File: src/rtl/muldiv_unit.sv
// muldiv_unit: iterative MULT/MULTU/DIV/DIVU unit producing HI/LO with a start/busy/done handshake.
// Define MULDIV_RADIX4_EN for a 2-bit-per-cycle multiply; divide always retires 1 bit per cycle.
module muldiv_unit #(
    parameter int WIDTH = 32
) (
    input  logic             clock,
    input  logic             reset,
    input  logic             start,
    input  logic [1:0]       op,
    input  logic [WIDTH-1:0] a,
    input  logic [WIDTH-1:0] b,
    output logic             busy,
    output logic             done,
    output logic             div_by_zero,
    output logic [WIDTH-1:0] hi,
    output logic [WIDTH-1:0] lo
);
    localparam int CW = $clog2(WIDTH + 1);
`ifdef MULDIV_RADIX4_EN
    localparam int MUL_CYC = WIDTH / 2;
`else
    localparam int MUL_CYC = WIDTH;
`endif

    typedef enum logic [1:0] {IDLE, RUN, FIX, DONE} state_t;

    state_t             state;
    logic               is_div;
    logic               neg_q;
    logic               neg_r;
    logic [CW-1:0]      cnt;
    logic [WIDTH-1:0]   mb;
    // multiply: {accumulator, multiplier}; divide: low half is dividend shifting into quotient
    logic [2*WIDTH-1:0] prod;
    logic [WIDTH-1:0]   rem;
    logic               sa;
    logic               sb;
    logic [WIDTH-1:0]   ma_in;
    logic [WIDTH-1:0]   mb_in;
    logic [2*WIDTH-1:0] mul_next;
    logic [2*WIDTH-1:0] prod_fix;
    logic [WIDTH:0]     trial;
    logic [WIDTH:0]     sub;
    logic               fits;
    logic [WIDTH-1:0]   q_fix;
    logic [WIDTH-1:0]   r_fix;

    always_comb begin
        sa       = ~op[0] & a[WIDTH-1];
        sb       = ~op[0] & b[WIDTH-1];
        ma_in    = sa ? -a : a;
        mb_in    = sb ? -b : b;
        trial    = {rem, prod[WIDTH-1]};
        sub      = trial - {1'b0, mb};
        // trial < 2*mb always, so a non-negative difference never sets the top bit
        fits     = ~sub[WIDTH];
        prod_fix = neg_q ? -prod : prod;
        q_fix    = neg_q ? -prod[WIDTH-1:0] : prod[WIDTH-1:0];
        r_fix    = neg_r ? -rem : rem;
`ifdef MULDIV_RADIX4_EN
        mul_next = {({2'b0, prod[2*WIDTH-1:WIDTH]} + {2'b0, mb} * {{WIDTH{1'b0}}, prod[1:0]}),
                    prod[WIDTH-1:2]};
`else
        mul_next = {({1'b0, prod[2*WIDTH-1:WIDTH]} + (prod[0] ? {1'b0, mb} : '0)),
                    prod[WIDTH-1:1]};
`endif
    end

    always_ff @(posedge clock or negedge reset) begin
        if (!reset) begin
            state       <= IDLE;
            busy        <= 1'b0;
            done        <= 1'b0;
            div_by_zero <= 1'b0;
            hi          <= '0;
            lo          <= '0;
            is_div      <= 1'b0;
            neg_q       <= 1'b0;
            neg_r       <= 1'b0;
            cnt         <= '0;
            mb          <= '0;
            prod        <= '0;
            rem         <= '0;
        end else begin
            unique case (state)
                IDLE: if (start) begin
                    is_div <= op[1];
                    neg_q  <= sa ^ sb;
                    neg_r  <= sa;
                    mb     <= mb_in;
                    prod   <= {{WIDTH{1'b0}}, ma_in};
                    rem    <= '0;
                    cnt    <= op[1] ? CW'(WIDTH) : CW'(MUL_CYC);
                    if (op[1] && b == '0) begin
                        done        <= 1'b1;
                        div_by_zero <= 1'b1;
                        state       <= DONE;
                    end else begin
                        busy  <= 1'b1;
                        state <= RUN;
                    end
                end
                RUN: begin
                    cnt <= cnt - 1'b1;
                    if (is_div) begin
                        rem              <= fits ? sub[WIDTH-1:0] : trial[WIDTH-1:0];
                        prod[WIDTH-1:0]  <= {prod[WIDTH-2:0], fits};
                    end else begin
                        prod <= mul_next;
                    end
                    if (cnt == CW'(1)) state <= FIX;
                end
                FIX: begin
                    hi    <= is_div ? r_fix : prod_fix[2*WIDTH-1:WIDTH];
                    lo    <= is_div ? q_fix : prod_fix[WIDTH-1:0];
                    busy  <= 1'b0;
                    done  <= 1'b1;
                    state <= DONE;
                end
                DONE: begin
                    done        <= 1'b0;
                    div_by_zero <= 1'b0;
                    state       <= IDLE;
                end
            endcase
        end
    end
endmodule
File: config.mk
export PLATFORM = sky130hd
export DESIGN_NAME = muldiv_unit
export DESIGN_NICKNAME = d
export VERILOG_FILES = /design/src/rtl/muldiv_unit.sv
export SDC_FILE = /design/constraint.sdc
export NUM_CORES = 1
export LEC_CHECK = 0
export ABC_AREA = 0
export CAP_MARGIN = 20
export CORE_MARGIN = 2
export CORE_UTILIZATION = 54
export DETAILED_ROUTE_END_ITERATION = 6
export GPL_ROUTABILITY_DRIVEN = 0
export PLACE_DENSITY = 0.88
export SYNTH_ARGS = -nofsm -noshare
export SYNTH_HDL_FRONTEND = slang
export SYNTH_SLANG_ARGS = --single-unit
File: constraint.sdc
create_clock -name clock -period 3.84 [get_ports clock]
set_input_delay 0.576 -clock clock [delete_from_list [all_inputs] [get_ports clock]]
set_output_delay 0.576 -clock clock [all_outputs]
set_load 0.01 [all_outputs]
---- After elaboration in Yosys (flattened, before gate mapping) ----
Index checks and enable logic that the tools add are counted.
storage, ports and cells
  register bits ........................... 206
  input bits .............................. 69
  word-level logic and storage cells ...... 81
  output and inout bits ................... 67
cells by class
  add/sub/neg operators ................... 8
  bitwise operators ....................... 5
  multiplexer cells ....................... 29
  equality and inequality tests ........... 10
  reduce and logical (&&, ||, !) cells .... 15
operators with widths
  operator                                           count
  two-way mux 32 bit                                 12
  two-way mux 64 bit                                 2
  negator 32 bit                                     4
  one-hot mux 64 bit (2 select lines)                1
  negator 64 bit                                     1
  one-hot mux 32 bit (2 select lines)                1
  adder 32 x 32 -> 33 bit                            1
  subtractor 33 x 32 -> 33 bit                       1
  logical NOT 32 bit                                 1
  AND reduction 3 bit                                5
  != test 2 bit (second input constant)              6
  one-hot mux 6 bit (2 select lines)                 1
  one-hot mux 2 bit (4 select lines)                 1
  == test 6 x 1 -> 1 bit (second input constant)     1
  two-way mux 2 bit                                  3
  two-way mux 6 bit                                  1
  AND reduction 2 bit                                3
  nonzero test 2 bit                                 3
  subtractor 6 x 1 -> 6 bit (second input constant)  1
  == test 2 bit (second input constant)              2
  two-way mux 1 bit                                  4
  one-hot mux 1 bit (2 select lines)                 2
  one-hot mux 1 bit (3 select lines)                 1
  nonzero test 3 bit                                 1
  6 further kinds                                    8

---- Longest topological paths before layout ----
  depth after elaboration ................. 5
  mapped depth ............................ 15
  mapped depth without buffers ............ 14

---- Worst setup path before layout ----
OpenSTA, ideal clock, no wires.
  kind .................................... register -> register
  start point ............................. register prod[29]
  end point ............................... register hi[31]
  path slack .............................. -26 ps
  cell stages (with the launch flop) ...... 11
  buffers on the path ..................... 0
  library setup time ...................... 142 ps
  arrival time ............................ 3723 ps
  data required time ...................... 3698 ps
  cell sequence ........................... dfrtp_1 -> or4_4 -> or3_4 -> or3_4 -> or4_4 -> or4_4 -> or3_4 -> or2_4 -> o31ai_4 -> xor2_1 -> o221ai_1
between the ends
  longest elaborated chain between the ends .. 3
ends and longest elaborated chain
  what                             RTL line  source
  start, declared                  34        logic [2*WIDTH-1:0] prod;
  start signal, assigned           91        prod <= {{WIDTH{1'b0}}, ma_in};
  start signal, assigned by index  107       prod[WIDTH-1:0] <= {prod[WIDTH-2:0], fits};
  start signal, assigned           109       prod <= mul_next;
  negator 64 bit                   57        prod_fix = neg_q ? -prod : prod;
  two-way mux 64 bit               57
  two-way mux 32 bit               114       hi <= is_div ? r_fix : prod_fix[2*WIDTH-1:WIDTH];
  end signal, assigned             114
  end, declared                    15        output logic [WIDTH-1:0] hi,
No other way between the ends.
A chain may end at the register's enable or synchronous reset.

---- Final worst setup path ----
  start point ............................. register prod[19]
  end point ............................... register hi[25]
The elaborated chain is that of the path after synthesis.

==> impl_metrics.ini <==
[logic_synthesis]
yosysWarnings = 0
ys.flop_type = dfrtp_1
synth.ff_latch_count = 206
netlist_instances = 1876
ys_async_sr_fraction = 1.00
ys_seq_area_frac = 0.336
syn_area_um2 = 15400
synth_edf_count = 0
mappedNetlistNets = 2021
synth.distinct_cells = 68
synth_area_per_cell_um2 = 8.19

[floorplan]
dieArea_um2 = 29800
fp.dieW_um = 173
fp.coreArea_um2 = 27900
rows = 61
start_util = 0.551
fp.dieH_um = 173
pin_count = 136

[clock_tree]
cts_made_buffers = 22
ctsRootBufferMaster = clkbuf_16
clkTransAtPathRegs_ns = 0.07
ctsHoldBuffers = 0
cts.sinks = 206
clockBufferDepth = 3
htreeDepth = 1
tritoncts = done
clock_latency_ns = 0.51

[critical_path]
path_common_cell = or4_4
startpoint = prod[19]
required_ns = 4.20
path_cells = or4_4, nand3b_1, or4_4, or4_4, or4_4, or3_4, or2_4, o41ai_4, xor2_1, o221ai_1
reg2reg_slack_ns = -0.05
slowest_stage = or4_4
critPathMaxStageDelay_ns = 0.55
cp_data_arrival_time_ns = 4.25
critPathCapture = hi[25]
setup.worst_path.start_class = flip-flop
reg2reg_depth = 10
timing_worst_setup_path_type = reg2reg
crit_path_max_fanout = 5
regToRegStartpoint = prod[19]
setup.worst_path.end_class = flip-flop
rr_endpoint = hi[25]

[power_and_ir_drop]
powerDensity_nw_per_um2 = 717
irDropWorstVdd_mv = 0.466
leakagePower_nw = 8.02

[detailed_routing]
vias_per_cell = 6.13
drt_first_pass_iters = 6
num_vias = 14600
ant_nets = 0
drc = 0
drtIter0Drc = 1740
wl_per_cell_um = 18.0
drt-total-wl_um = 43100

[place]
hpwlAfterDp_um = 32600
io_buffers = 135
dpl-instance-area_um2 = 17400
dp.cells = 2351

[sta]
period_share = 1.01
post-route-min-period_ns = 3.89
rsz0062_at_grt = yes
setup_ws_ns = -0.0459
finalSetupViolCount = 3
hold_violations = 0
max_freq_mhz = 257
maxSlewHeadroom = 0.246
slew_viol_final = 0
fin_worst_skew_ns = 0.0111
tightest_slew_ns = 1.13

[grt]
grt_max_degree = 75
grt_pass1_vias = 13600
gr-usage-all-layers = 0.281
antenna_found_initial = 0
grt_pass1_wl_um = 69800
gr-total-overflow = 0

[outcome]
violations = setup timing
status = complete, but fails checks

[final_layout]
antennaDiodeCount = 0
fin_nets = 2146
final_cell_mix = 244 x nand2_1, 243 x o21ai_0, 204 x dfrtp_1
syn_to_final_growth_pct = 18.3
layout_commonest_cell = nand2_1
fin_cells = 2391
drive_gt1_frac = 0.0715
final_area_um2 = 18200

[worst_hold_path]
hold_class = in2async

[flow_run]
max-cap-violations = 0
## layer usage
layer | track usage | wire [um]
met3 | 0.0558 | 4570
met5 | 0 | 0
met2 | 0.440 | 19000
met4 | 0.0794 | 1150
met1 | 0.397 | 18500
## critical path, delay by kind of cell, from the launching register on
family / cells / cell delay [ns]
AO/OA/AOI/OAI: 2 / 0.38
XOR/XNOR: 1 / 0.18
flip-flops: 1 / 0.39
AND/OR/NAND/NOR: 7 / 2.78
## stage by stage
stage / hold slack (ns) / power [mW] / util / TNS (ns) / setup slack [ns]
2_1_floorplan: 0.280 / 8.16 / - / 0 / 0.00747
3_3_place_gp: 0.461 / 10.3 / 0.623 / -0.0180 / -0.00893
3_5_place_dp: 0.470 / 10.7 / 0.623 / -0.403 / -0.115
4_1_cts: 0.0649 / 12.8 / 0.649 / -0.0339 / -0.0274
5_1_grt: 0.0832 / 13.9 / 0.652 / -0.519 / -0.133
6_report: 0.0465 / 13.0 / 0.652 / -0.0823 / -0.0459
## how the worst min path moves through the flow
stage	from	endpoint	slack (ns)	cells after the start
detailed placement	mb[20]	mb[20]	0.47	2
global route	reset	prod[6]	0.08	1
global placement	mb[14]	mb[14]	0.46	2
floorplan	reset	busy	0.28	0
CTS	reset	cnt[4]	0.06	1
finish	reset	prod[6]	0.05	1
## repair_timing
action	in CTS	in global routing
resized for setup	3	7
setup buffers	2	1
setup endpoints to repair	5	7
pin swaps	3	7
gates cloned	0	0
## cells by family (layout without fill, tap and decap cells)
kind of cell | Yosys count | after routing | synth area share
muxes | 61 | 61 | 0.0401
DFF | 206 | 206 | 0.336
xor gates and xnor gates | 208 | 208 | 0.119
AOI/OAI and AO/OA | 576 | 576 | 0.228
adders and majority gates | 76 | 76 | 0.0629
and+or+nand+nor | 565 | 565 | 0.169
buffers and inverters | 184 | 321 | 0.0452
## synth_stat cells, drive strengths merged (3+ instances only)
cell type	n	area (um^2)
or2	10	65.1
o211ai	15	113
and2	9	56.3
inv	83	312
a31oi	10	62.6
a21o	40	300
nor2	135	507
nor4	13	81.3
xor2	118	1030
and3	7	43.8
a221o	7	70.1
mux2	4	45.0
nor3	31	155
o221ai	13	114
nand2b	16	100
xnor2	90	788
o21a	8	60.1
buf	7	30.0
or3	23	159
o21bai	5	37.5
a211oi	9	67.6
dfrtp	206	5150
a21oi	133	666
o22ai	4	25.0
a221oi	5	43.8
nand4	8	50.1
nor2b	15	93.8
a211o	3	26.3
or4	21	169
nand3	19	95.1
ha	74	926
o21ai	246	1230
nand2	245	920
a22o	5	43.8
o41ai	16	159
clkbuf	94	353
nor3b	6	45.0
o31ai	37	302
a32o	3	30.0
mux2i	57	571
## layout make-up
| type | count | area [um^2] |
|---|---|---|
| clock buffer | 29 | 638 |
| timing repair buffer | 202 | 1930 |
| fill | 2104 | 9690 |
| multi-input combinational | 1486 | 9590 |
| sequential | 206 | 5160 |
| inverter | 83 | 312 |
| clock inverter | 7 | 67.6 |
| tap | 378 | 473 |
## power breakdown
group          total [mW]  internal (mW)  switching, mW  leakage [nW]
logic                7.10           2.94           4.16          5.05
clock network        2.09           1.23          0.858         0.353
registers            3.84           3.00          0.840          2.62
total                13.0           7.17           5.86          8.02
## flip-flops by register name, summed over array words and instances (netlist names), 2 cells and up
name / flops
lo: 32
state: 2
hi: 32
cnt: 6
mb: 32
prod: 64
rem: 32
No activity file was read; power rests on OpenSTA's default activity.
